$ cat config.mk
export PLATFORM = sky130hd
export DESIGN_NAME = button_trigger_gen
export DESIGN_NICKNAME = d
export VERILOG_FILES = /design/src/rtl/tangram_input_pkg.sv /design/src/rtl/button_debounce.sv /design/src/rtl/button_trigger_gen.sv
export SDC_FILE = /design/constraint.sdc
export NUM_CORES = 1
export LEC_CHECK = 0
export CAP_MARGIN = 20
export CORE_UTILIZATION = 49
export DETAILED_ROUTE_END_ITERATION = 8
export PLACE_DENSITY = 0.65
export SYNTH_ARGS = -nofsm -noshare
export SYNTH_HDL_FRONTEND = slang
export SYNTH_HIERARCHICAL = 1
export SYNTH_SLANG_ARGS = --single-unit
export TNS_END_PERCENT = 30
$ cat constraint.sdc
create_clock -name clk -period 2.8 [get_ports clk]
set_input_delay 0.7 -clock clk [delete_from_list [all_inputs] [get_ports clk]]
set_output_delay 0.7 -clock clk [all_outputs]
set_load 0.05 [all_outputs]
$ cat src/rtl/tangram_input_pkg.sv
`default_nettype none
// +------------------------------------------------------------------+
// | tangram_input_pkg: shared types/constants for button front end   |
// | Rev 1.0                                                          |
// +------------------------------------------------------------------+
package tangram_input_pkg;

    typedef enum logic [1:0] {
        IDLE      = 2'd0,
        ISSUED    = 2'd1,
        WAIT_DONE = 2'd2,
        GAP       = 2'd3
    } btn_state_e;

    localparam int BTN_L = 0;
    localparam int BTN_R = 1;
    localparam int BTN_U = 2;
    localparam int BTN_D = 3;

    typedef logic [3:0] btn_vec_t;

    localparam int ISSUE_TIMEOUT = 15;

    function automatic int max3(input int a, input int b, input int c);
        int m;
        m = (a > b) ? a : b;
        return (m > c) ? m : c;
    endfunction

endpackage
`default_nettype wire

$ cat src/rtl/button_debounce.sv
`default_nettype none
// +------------------------------------------------------------------+
// | button_debounce: 2-FF synchroniser plus stable-level debouncer   |
// | Rev 1.0                                                          |
// +------------------------------------------------------------------+
module button_debounce
    import tangram_input_pkg::*;
#(
    parameter int DEBOUNCE_CYCLES = 1_000_000,
    parameter int CNTW            = $clog2(DEBOUNCE_CYCLES + 1)
) (
    input  logic clk,
    input  logic rst_n,
    input  logic raw_i,
    output logic deb_o
);

    localparam logic [CNTW-1:0] CNT_LAST = CNTW'(DEBOUNCE_CYCLES - 1);

    logic            sync1_q;
    logic            sync2_q;
    logic            deb_q;
    logic [CNTW-1:0] cnt_q;

    // Counter only advances while the synchronised level disagrees with the
    // accepted level; any agreement restarts the stability window.
    always_ff @(posedge clk or negedge rst_n) begin
        if (!rst_n) begin
            sync1_q <= 1'b0;
            sync2_q <= 1'b0;
            deb_q   <= 1'b0;
            cnt_q   <= '0;
        end else begin
            sync1_q <= raw_i;
            sync2_q <= sync1_q;
            if (sync2_q == deb_q) begin
                cnt_q <= '0;
            end else if (cnt_q == CNT_LAST) begin
                deb_q <= ~deb_q;
                cnt_q <= '0;
            end else begin
                cnt_q <= cnt_q + 1'b1;
            end
        end
    end

    assign deb_o = deb_q;

endmodule
`default_nettype wire

$ cat src/rtl/button_trigger_gen.sv
`default_nettype none
// +------------------------------------------------------------------+
// | button_trigger_gen: debounced buttons -> one-cycle trigger with  |
// | latched vector; BUTTON_AUTO_REPEAT_EN enables hold auto-repeat.  |
// | Rev 1.0                                                          |
// +------------------------------------------------------------------+
module button_trigger_gen
    import tangram_input_pkg::*;
#(
    parameter int DEBOUNCE_CYCLES = 1_000_000,
    parameter int REPEAT_DELAY    = 40_000_000,
    parameter int REPEAT_PERIOD   = 5_000_000,
    parameter int CNTW            = $clog2(max3(DEBOUNCE_CYCLES, REPEAT_DELAY, REPEAT_PERIOD) + 1)
) (
    input  logic clk,
    input  logic rst_n,
    input  logic l_raw,
    input  logic r_raw,
    input  logic u_raw,
    input  logic d_raw,
    input  logic busy,
    output logic trigger,
    output logic l_btn,
    output logic r_btn,
    output logic u_btn,
    output logic d_btn
);

    localparam logic [3:0] WDOG_LAST = 4'(ISSUE_TIMEOUT - 1);

    btn_vec_t raw_vec;
    btn_vec_t pressed;

    assign raw_vec[BTN_L] = l_raw;
    assign raw_vec[BTN_R] = r_raw;
    assign raw_vec[BTN_U] = u_raw;
    assign raw_vec[BTN_D] = d_raw;

    for (genvar gi = 0; gi < 4; gi++) begin : g_btn
        button_debounce #(
            .DEBOUNCE_CYCLES (DEBOUNCE_CYCLES),
            .CNTW            (CNTW)
        ) u_debounce (
            .clk   (clk),
            .rst_n (rst_n),
            .raw_i (raw_vec[gi]),
            .deb_o (pressed[gi])
        );
    end

    btn_state_e state_q, state_d;
    btn_vec_t   btn_q, btn_d;
    logic       trigger_q, trigger_d;
    logic [3:0] wdog_q, wdog_d;

`ifdef BUTTON_AUTO_REPEAT_EN
    localparam logic [CNTW-1:0] RPT_FIRST = CNTW'(REPEAT_DELAY);
    localparam logic [CNTW-1:0] RPT_NEXT  = CNTW'(REPEAT_PERIOD);

    logic [CNTW-1:0] rpt_cnt_q, rpt_cnt_d;
    logic            repeat_q, repeat_d;
`endif

    always_comb begin
        state_d   = state_q;
        btn_d     = btn_q;
        trigger_d = 1'b0;
        wdog_d    = '0;
`ifdef BUTTON_AUTO_REPEAT_EN
        rpt_cnt_d = rpt_cnt_q;
        repeat_d  = repeat_q;
`endif
        case (state_q)
            IDLE: begin
                btn_d = '0;
`ifdef BUTTON_AUTO_REPEAT_EN
                repeat_d = 1'b0;
`endif
                if ((pressed != '0) && !busy) begin
                    btn_d     = pressed;
                    trigger_d = 1'b1;
                    state_d   = ISSUED;
                end
            end
            ISSUED: begin
                // Watchdog keeps a consumer that never answers from stalling us.
                wdog_d = wdog_q + 4'd1;
                if (busy || (wdog_q == WDOG_LAST)) begin
                    state_d = WAIT_DONE;
                end
            end
            WAIT_DONE: begin
                if (!busy) begin
                    state_d = GAP;
`ifdef BUTTON_AUTO_REPEAT_EN
                    rpt_cnt_d = repeat_q ? RPT_NEXT : RPT_FIRST;
`endif
                end
            end
            GAP: begin
                // Release is checked first so it beats a coincident expiry.
                if (pressed == '0) begin
                    state_d = IDLE;
                    btn_d   = '0;
                end
`ifdef BUTTON_AUTO_REPEAT_EN
                else if (rpt_cnt_q == '0) begin
                    btn_d     = pressed;
                    trigger_d = 1'b1;
                    repeat_d  = 1'b1;
                    state_d   = ISSUED;
                end else begin
                    rpt_cnt_d = rpt_cnt_q - 1'b1;
                end
`endif
            end
            default: begin
                state_d = IDLE;
                btn_d   = '0;
            end
        endcase
    end

    always_ff @(posedge clk or negedge rst_n) begin
        if (!rst_n) begin
            state_q   <= IDLE;
            btn_q     <= '0;
            trigger_q <= 1'b0;
            wdog_q    <= '0;
`ifdef BUTTON_AUTO_REPEAT_EN
            rpt_cnt_q <= '0;
            repeat_q  <= 1'b0;
`endif
        end else begin
            state_q   <= state_d;
            btn_q     <= btn_d;
            trigger_q <= trigger_d;
            wdog_q    <= wdog_d;
`ifdef BUTTON_AUTO_REPEAT_EN
            rpt_cnt_q <= rpt_cnt_d;
            repeat_q  <= repeat_d;
`endif
        end
    end

    assign trigger = trigger_q;
    assign l_btn   = btn_q[BTN_L];
    assign r_btn   = btn_q[BTN_R];
    assign u_btn   = btn_q[BTN_U];
    assign d_btn   = btn_q[BTN_D];

endmodule
`default_nettype wire

==> results by group <==
Floorplan
  – Die height: 119 um
  – DIE AREA: 0.0142 mm^2
  – DIE WIDTH: 119 um
  – Row cnt: 42
  – Starting Density: 0.506
  – IO Pins: 12
  – Core ar.: 0.0133 mm^2

Timing
  – Final Hold Slack: 261 ps
  – Rel. slew slack: 0.532
  – Worst-Margin Slew: 682 ps
  – RSZ-0062 raised after global routing: false
  – Hold Fails Final Rpt: 0
  – Skew final: 7.97 ps
  – Setup-failing EPs final: 0
  – Tmin final: 2290 ps
  – Pins Over Slew Limit: 0
  – Final Cycle Share: 0.818
  – Setup TNS: 0 ps
  – FMAX: 436 MHz

CTS
  – H-tree depth: 4
  – Hold Buf Count CTS: 0
  – Clock tree buffer depth: 2
  – Clock Latency Late Sink: 420 ps
  – Total of cells resized after clock tree synthesis: 0
  – Root buffer cell: clkbuf_16
  – Clk slew on worst S/H paths: 50 ps
  – Total clock buffers created by CTS: 17
  – CTS tree: built
  – CTS sink cnt: 127
  – Postcts setup bufs: 0

Pwr
  – Worst VDD drop: 0.000516 V
  – Static Leak: 2.93 nW
  – Pwr Density: 576 mW/mm^2

Global route
  – GRT Overall Usage: 0.210
  – Remaining Overflow, GRT: 0
  – Vias in the first global route: 5012
  – First-pass GRT wire length: 23.9 mm
  – Antenna violations before repair: 0
  – Largest net degree at the start of global routing: 44

Detailed routing
  – Average wire per standard cell: 15.4 um
  – DR vias/cell: 5.85
  – DR vias: 5174
  – Initial DRT Pass Iterations: 4
  – First-iteration detailed-routing DRC count: 380
  – DRC viols: 0
  – Total Wirelength: 13.7 mm
  – Antenna-violating nets left: 0

Critical path
  – Delay-heaviest family, CP: buffers and inverters
  – CP bufs+invs: 1
  – Register-to-Register Setup Slack: 780 ps
  – Crit path required time: 2100 ps
  – Worst R2R End: g_btn[3].u_debounce/cnt_q[11]
  – R2R depth: 4
  – Slowest cell on crit path: clkdlybuf4s50_1
  – CP max FO: 2
  – Crit path cell chain: clkdlybuf4s50_1
  – Worst setup endpoint: l_btn
  – Crit Path Class: flop to output pin
  – Arrival time of the worst setup path: 1590 ps
  – Worst flop-to-flop path startpoint: g_btn[3].u_debounce/cnt_q[12]
  – CP endpoint kind: output pin
  – Crit start category: flop
  – Crit path largest cell delay: 810 ps
  – Worst Setup SP: btn_q[0]
  – Levels on crit path: 1

Yosys
  – Simple-gate share of the synthesized area: 0.295
  – Synth Cell Area: 0.00673 mm^2
  – Register bit total from synthesis: 127
  – Yosys warnings: 6
  – Post-synth cell types: 41
  – Synth Flop Type: dfrtp_1
  – Post-synthesis mux area share: 0.0104
  – Synth Area in Compound Gates: 0.0848
  – Syn nets: 706
  – Ys async rst share: 1.00
  – Largest family of logic cells by synthesized area: simple AND/OR/NAND/NOR gates
  – Cell taking the most area after synthesis: dfrtp_1
  – Cell count after synthesis: 685
  – Synth Area in XOR/XNOR: 0.0716
  – Largest cells by area after synthesis: dfrtp_1 47%, nand3_1 4.2%, nor2_1 4.0%
  – Top cell type's share of synthesized area: 0.473
  – Syn_area_per_cell: 9.82 um^2
  – EDFF count, synth: 0
  – Synth Area in Adders: 0.0260
  – Post-synthesis sequential area ratio: 0.473

Placed design
  – DP Area: 0.00691 mm^2
  – GPL Wtd Cong: 0.851
  – I/O Buffers: 11
  – Dpl hpwl: 9.26 mm

Hold path
  – Worst hold path class: primary input to async pin

Final layout
  – Nets@finish: 716
  – P&R area growth vs syn: 10.9%
  – ANT cells: 0
  – Share of cells above drive strength 1: 0.0847
  – Post-route cell area: 0.00746 mm^2

Job
  – Max cap viols: 0

Outcome
  – Status: completed
## Yosys cell counts (12+ instances only)
library cell  number
nor4_1            17
nand4_1           37
o21ai_0           42
dfrtp_1          127
inv_1             18
nand2_1           39
nor3_1            16
xor2_1            29
buf_6             12
xnor2_1           26
nor2_1            72
a21oi_1           48
nand3_1           56
or3_1             32
and4_1            25
ha_1              14
## cells by family after synthesis
logic type	Yosys count
and+or+nand+nor	338
DFF	127
AOI/OAI and AO/OA	103
xor gates and xnor gates	55
buffers and inverters	42
adders and majority gates	14
muxes	6
## where the power goes
part           total [mW]  leakage (nW)  internal [mW]  switching [mW]
clock network        2.04         0.275           1.28           0.761
registers            1.94          1.74           1.88          0.0559
logic               0.314         0.918          0.123           0.191
## routing by layer
metal	wire length, um	vias up	GRT usage
li1	-	2518	-
met1	6390	2574	0.278
met2	6680	70	0.336
met3	378	12	0.0498
met4	206	0	0.0744
met5	0	-	0
## cells in the final DEF (no fill, tap or decap), drive strengths merged
| master | n |
|---|---|
| xnor2 | 26 |
| o31ai | 1 |
| clkinv | 6 |
| ha | 14 |
| and3 | 4 |
| a21o | 1 |
| a21oi | 48 |
| nor4bb | 1 |
| nor2b | 3 |
| or3 | 32 |
| xor2 | 29 |
| bufinv | 1 |
| nand4b | 4 |
| buf | 5 |
| nor3 | 16 |
| mux2 | 5 |
| nand4bb | 6 |
| nor4 | 18 |
| nand2 | 39 |
| a22oi | 1 |
| nand3 | 56 |
| and2 | 4 |
| clkbuf | 25 |
| and4bb | 3 |
| and4 | 28 |
| dfrtp | 127 |
| nand4 | 44 |
| o21ai | 51 |
| a2bb2oi | 1 |
| or4 | 4 |
| or2 | 4 |
| mux2i | 1 |
| clkdlybuf4s50 | 10 |
| nor2 | 72 |
| inv | 18 |
## stage by stage
stage	instances	setup slack, ps	util	power, mW
after floorplan	685	1240	-	2.18
after global placement	852	838	0.520	2.27
after detailed placement	852	788	0.520	2.29
after CTS	884	488	0.561	4.34
after global routing	884	469	0.561	4.47
final	884	509	0.561	4.30
## area by class of cell
| class | instances | area, um^2 |
|---|---|---|
| Clock buffer | 25 | 485 |
| Clock inverter | 7 | 60.1 |
| Fill cell | 1160 | 5840 |
| Inverter | 18 | 67.6 |
| Multi-Input combinational cell | 516 | 3280 |
| Sequential cell | 127 | 3180 |
| Tap cell | 176 | 220 |
| Timing Repair Buffer | 15 | 163 |
## worst min path at each step
stage | from | endpoint | slack (ps) | cells after the start
6_report | rst_n | g_btn[0].u_debounce/cnt_q[15] | 260 | 1
5_1_grt | rst_n | g_btn[0].u_debounce/cnt_q[15] | 290 | 1
4_1_cts | rst_n | g_btn[0].u_debounce/cnt_q[15] | 270 | 1
3_5_place_dp | g_btn[3].u_debounce/sync1_q | g_btn[3].u_debounce/sync2_q | 350 | 0
3_3_place_gp | g_btn[3].u_debounce/sync1_q | g_btn[3].u_debounce/sync2_q | 340 | 0
2_1_floorplan | g_btn[0].u_debounce/sync1_q | g_btn[0].u_debounce/sync2_q | 330 | 0
## flip-flops by register name, summed over array words and instances, names as in the netlist
signal,count
state_q,2
g_btn.u_debounce/cnt_q,104
btn_q,4
g_btn.u_debounce/deb_o,4
g_btn.u_debounce/sync1_q,4
trigger,1
wdog_q,4
g_btn.u_debounce/sync2_q,4
Power figures use the tool's default switching activity.
